<file path="config.mk">
export PLATFORM = sky130hd
export DESIGN_NAME = regfile_rename
export DESIGN_NICKNAME = d
export VERILOG_FILES = /design/src/rtl/regfile_rename.sv
export SDC_FILE = /design/constraint.sdc
export NUM_CORES = 2
export LEC_CHECK = 0
export ABC_AREA = 1
export ABC_CLOCK_PERIOD_IN_PS = 12100
export CAP_MARGIN = 20
export CORE_MARGIN = 2
export CORE_UTILIZATION = 40
export CTS_CLUSTER_DIAMETER = 50
export DETAILED_ROUTE_END_ITERATION = 16
export SETUP_SLACK_MARGIN = 0.2
export SLEW_MARGIN = 10
export SYNTH_ARGS = -nofsm -noshare
export SYNTH_HDL_FRONTEND = slang
export SYNTH_SLANG_ARGS = --single-unit
</file>
<file path="constraint.sdc">
create_clock -name clk -period 12.1 [get_ports clk]
set_input_delay 1.21 -clock clk [delete_from_list [all_inputs] [get_ports clk]]
set_output_delay 1.21 -clock clk [all_outputs]
set_load 0.02 [all_outputs]
</file>
<file path="src/rtl/regfile_rename.sv">
// regfile_rename: architectural register file with per-register rename busy/tag and commit bypass
module regfile_rename #(
  parameter int XLEN  = 32,
  parameter int NREG  = 32,
  parameter int TAG_W = 4,
  parameter int NREAD = 2,
  localparam int AW   = $clog2(NREG)
) (
  input  logic                   clk,
  input  logic                   rst,
  input  logic                   flush,
  input  logic                   rename_en,
  input  logic [AW-1:0]          rename_rd,
  input  logic [TAG_W-1:0]       rename_tag,
  input  logic                   commit_en,
  input  logic [AW-1:0]          commit_rd,
  input  logic [TAG_W-1:0]       commit_tag,
  input  logic [XLEN-1:0]        commit_value,
  input  logic [NREAD-1:0]       rd_en,
  input  logic [NREAD*AW-1:0]    rd_addr,
  output logic [NREAD*XLEN-1:0]  rd_value,
  output logic [NREAD-1:0]       rd_busy,
  output logic [NREAD*TAG_W-1:0] rd_tag
);
  logic [XLEN-1:0]  value [NREG];
  logic [TAG_W-1:0] tag   [NREG];
  logic [NREG-1:0]  busy;
  // Commit writes value and releases a matching rename; flush clears busy, otherwise rename claims the register (rename wins over release)
  always_ff @(posedge clk) begin
    if (rst) begin
      busy <= '0;
      for (int i = 0; i < NREG; i++) begin
        value[i] <= '0;
        tag[i]   <= '0;
      end
    end else begin
      if (commit_en && commit_rd != '0) begin
        value[commit_rd] <= commit_value;
        if (busy[commit_rd] && tag[commit_rd] == commit_tag) busy[commit_rd] <= 1'b0;
      end
      if (flush) busy <= '0;
      else if (rename_en && rename_rd != '0) begin
        busy[rename_rd] <= 1'b1;
        tag[rename_rd]  <= rename_tag;
      end
    end
  end
  for (genvar p = 0; p < NREAD; p++) begin : g_rd
    logic [AW-1:0] a;
    logic          live, fwd, rel;
    // Read sees pre-edge rename state; a same-cycle commit to a busy register forwards its value and releases it only on tag match
    always_comb begin
      a    = rd_addr[p*AW +: AW];
      live = !rst && rd_en[p] && a != '0;
      fwd  = live && commit_en && commit_rd == a && busy[a];
      rel  = fwd && tag[a] == commit_tag;
      rd_value[p*XLEN +: XLEN]  = !live ? '0 : fwd ? commit_value : value[a];
      rd_busy[p]                = live && busy[a] && !rel;
      rd_tag[p*TAG_W +: TAG_W]  = (live && !rel) ? tag[a] : '0;
    end
  end
endmodule
</file>
==> impl_metrics.tcl <==
set metrics [dict create \
    run_status "complete, no violations" \
    tns_ns 0 \
    synth_warnings 0 \
    synthCells 8621 \
    drtPass1Iterations 9 \
    drive_above_1_share 0.0594 \
    rsz0062_at_grt "no" \
    synth_area_leader_cell "edfxtp_1" \
    fp.dieH_um 416 \
    numCtsBuffers 148 \
    cts_tree "built" \
    slew_headroom 0.128 \
    post_drt_via_cell_ratio 6.07 \
    grt_max_degree 157 \
    finalSetupViolations 0 \
    worst_slew_pin_slew_ns 1.30 \
    critPathSlowestCell "a31oi_1" \
    cts_num_sinks 1184 \
    clock_skew_ns 0.0243 \
    drt_first_iter_violations 10300 \
    finalHoldViolCount 0 \
    period_share 0.654 \
    hpwl_mm 165 \
    ios 141 \
    ir_drop_mv 0.101 \
    layout.nets 8439 \
    cp-end-kind "primary output" \
    cts-root-buf "clkbuf_16" \
    cp_max_fo 100 \
    grt_pass1_vias 60800 \
    cp.required_ns 10.89 \
    routed_wl_mm 290 \
    synth_ff_type "edfxtp_1" \
    fillers 16500 \
    start_util 0.402 \
    syn-cell-area_um2 67800 \
    cts_hold_buf 0 \
    cp_cell_sequence "buf_8 -> buf_4 -> buf_4 -> buf_4 -> a21oi_1 -> o21ai_0 -> o21ai_0 -> nand2_1 -> nand3_1 -> nand2_1 -> nand2_1 -> a31oi_1 -> clkdlybuf4s50_1" \
    wl_per_cell_um 27.1 \
    detail-route-antenna-nets 0 \
    io_buffer_count 140 \
    areaGrowthSynthToFinish_pct 11.2 \
    min_path_type "reg -> reg" \
    insertion_delay_ns 0.82 \
    cap_violations 0 \
    synth_seq_cells 1184 \
    avgSynthCellArea_um2 7.87 \
    antenna_found_initial 5 \
    chipWidth_um 416 \
    power_density_nw_per_um2 143 \
    max_stage_delay_ns 1.04 \
    cts_setup_buffers 0 \
    cts_max_path_buffers 3 \
    fp-row-count 151 \
    critical_path_class "in -> out" \
    dieArea_um2 173000 \
    cp-start-kind "input pin" \
    slew_violations 0 \
    vias 65000 \
    synthDistinctLibCells 35 \
    cts-resized-gates 0 \
    gr-usage-all-layers 0.326 \
    ys_async_sr_fraction 0 \
    h-tree-depth 4 \
    synth_edf_count 1152 \
    clkTransAtPathRegs_ns 0.06 \
    core_area_um2 169000 \
    p_leak_nw 29.8 \
    place.gp.congestion 0.946 \
    final_core_util 0.447 \
    grt_pass1_wl_mm 414 \
    ys_top_cells_by_area "edfxtp_1, nand2_1, nor2_1" \
    period_minus_slack_ns 7.91 \
    yosysTopAreaCellShare 0.510 \
    ys_seq_area_frac 0.519 \
    fmax_mhz 126 \
    drc 0 \
    overflow 0 \
    worstPathArrival_ns 6.70 \
]
cells in the mapped netlist (2+ instances only):
| library cell | n |
|---|---|
| o2111ai_1 | 107 |
| clkbuf_1 | 364 |
| a22oi_1 | 61 |
| nand4_1 | 35 |
| xnor2_1 | 2 |
| inv_2 | 11 |
| o211ai_1 | 132 |
| nor3_1 | 15 |
| nand3_1 | 479 |
| buf_6 | 3 |
| nor3_2 | 6 |
| buf_2 | 306 |
| clkinv_1 | 2 |
| o21ai_1 | 40 |
| o211a_1 | 3 |
| a21oi_1 | 733 |
| nor2_1 | 1738 |
| edfxtp_1 | 1152 |
| inv_1 | 543 |
| a31oi_1 | 22 |
| a211oi_1 | 2 |
| nand2_1 | 1917 |
| o21a_1 | 12 |
| nor2_2 | 6 |
| buf_4 | 36 |
| o21ai_0 | 809 |
| buf_1 | 46 |
| dfxtp_1 | 32 |
state kept, by name (all words and copies together), names as in the netlist:
register	flops
value	1024
tag	128
busy	32
report_power, final:
group | internal [mW] | total, mW | switching (mW)
registers | 4.72 | 4.83 | 0.107
logic | 0.372 | 1.50 | 1.13
clock network | 2.57 | 4.43 | 1.86
total | 7.66 | 10.8 | 3.09
path summary, 6_finish.rpt:
kind,start,endpoint,slack (ns),depth (start not counted)
worst max-delay path,rd_addr[5],rd_value[49],4.19,13
worst min-delay path,busy[0]$_SDFF_PP0_,busy[0]$_SDFF_PP0_,0.49,2
worst max register to register,tag[7][2]$_SDFFCE_PN0P_,busy[20]$_SDFF_PP0_,9.77,15
worst min register to register,busy[0]$_SDFF_PP0_,busy[0]$_SDFF_PP0_,0.49,2
placed cells by master (no fill, tap or decap), types with 12 or more instances in the layout:
cell type	netlist	final
nand2_1	1917	1870
nor2_1	1738	1736
edfxtp_1	1152	1152
o21ai_0	809	801
a21oi_1	733	733
inv_1	543	537
nand3_1	479	478
buf_4	36	169
clkbuf_16	0	154
o211ai_1	132	132
clkdlybuf4s50_1	0	127
o2111ai_1	107	107
a22oi_1	61	61
nand2_2	1	47
o21ai_1	40	40
conb_1	1	36
nand4_1	35	35
dfxtp_1	32	32
clkbuf_1	364	29
a31oi_1	22	22
clkinv_2	0	17
clkinv_1	2	16
nor3_1	15	15
o21a_1	12	12
area by class of cell:
type                            instances  area, um^2  share of cell area
Sequential cell                      1184       35200               0.467
Multi-Input combinational cell       6161       27500               0.365
Clock buffer                          186        4000              0.0531
Timing Repair Buffer                  321        2950              0.0391
Tap cell                             2218        2780              0.0368
Inverter                              556        2130              0.0282
Clock inverter                         78         779              0.0103
Antenna cell                            6        15.0            0.000199
critical path, delay by kind of cell:
| family | cells | cell delay [ns] |
|---|---|---|
| AO/OA/AOI/OAI | 4 | 1.40 |
| AND/OR/NAND/NOR | 4 | 0.35 |
| buffers and inverters | 5 | 3.47 |
cell families after synthesis:
group	Yosys count	share of synthesized area
flops	1184	0.519
simple gates	4199	0.244
xor+xnor	3	0.000387
buf+inv	1311	0.0805
compound gates	1923	0.156
other cells	1	0.0000553
routing by layer:
layer / track usage / up-vias / share of wire
met5: 0 / - / 0.000066
met4: 0.235 / 2 / 0.082
met3: 0.0723 / 1100 / 0.12
met2: 0.492 / 4882 / 0.43
met1: 0.412 / 30600 / 0.36
li1: - / 28400 / -
per-stage QoR:
stage	power [mW]	cell area, um^2	cells	setup slack (ns)	hold WS [ns]
5_1_grt	11.0	75400	10700	4.18	0.502
3_5_place_dp	6.34	70500	10400	4.68	0.475
3_3_place_gp	6.31	70400	10400	4.70	0.467
2_1_floorplan	5.75	68000	8656	7.36	0.437
4_1_cts	10.7	75300	10700	4.66	0.486
6_report	10.8	75400	10700	4.19	0.485
No activity file was read; power rests on OpenSTA's default activity.
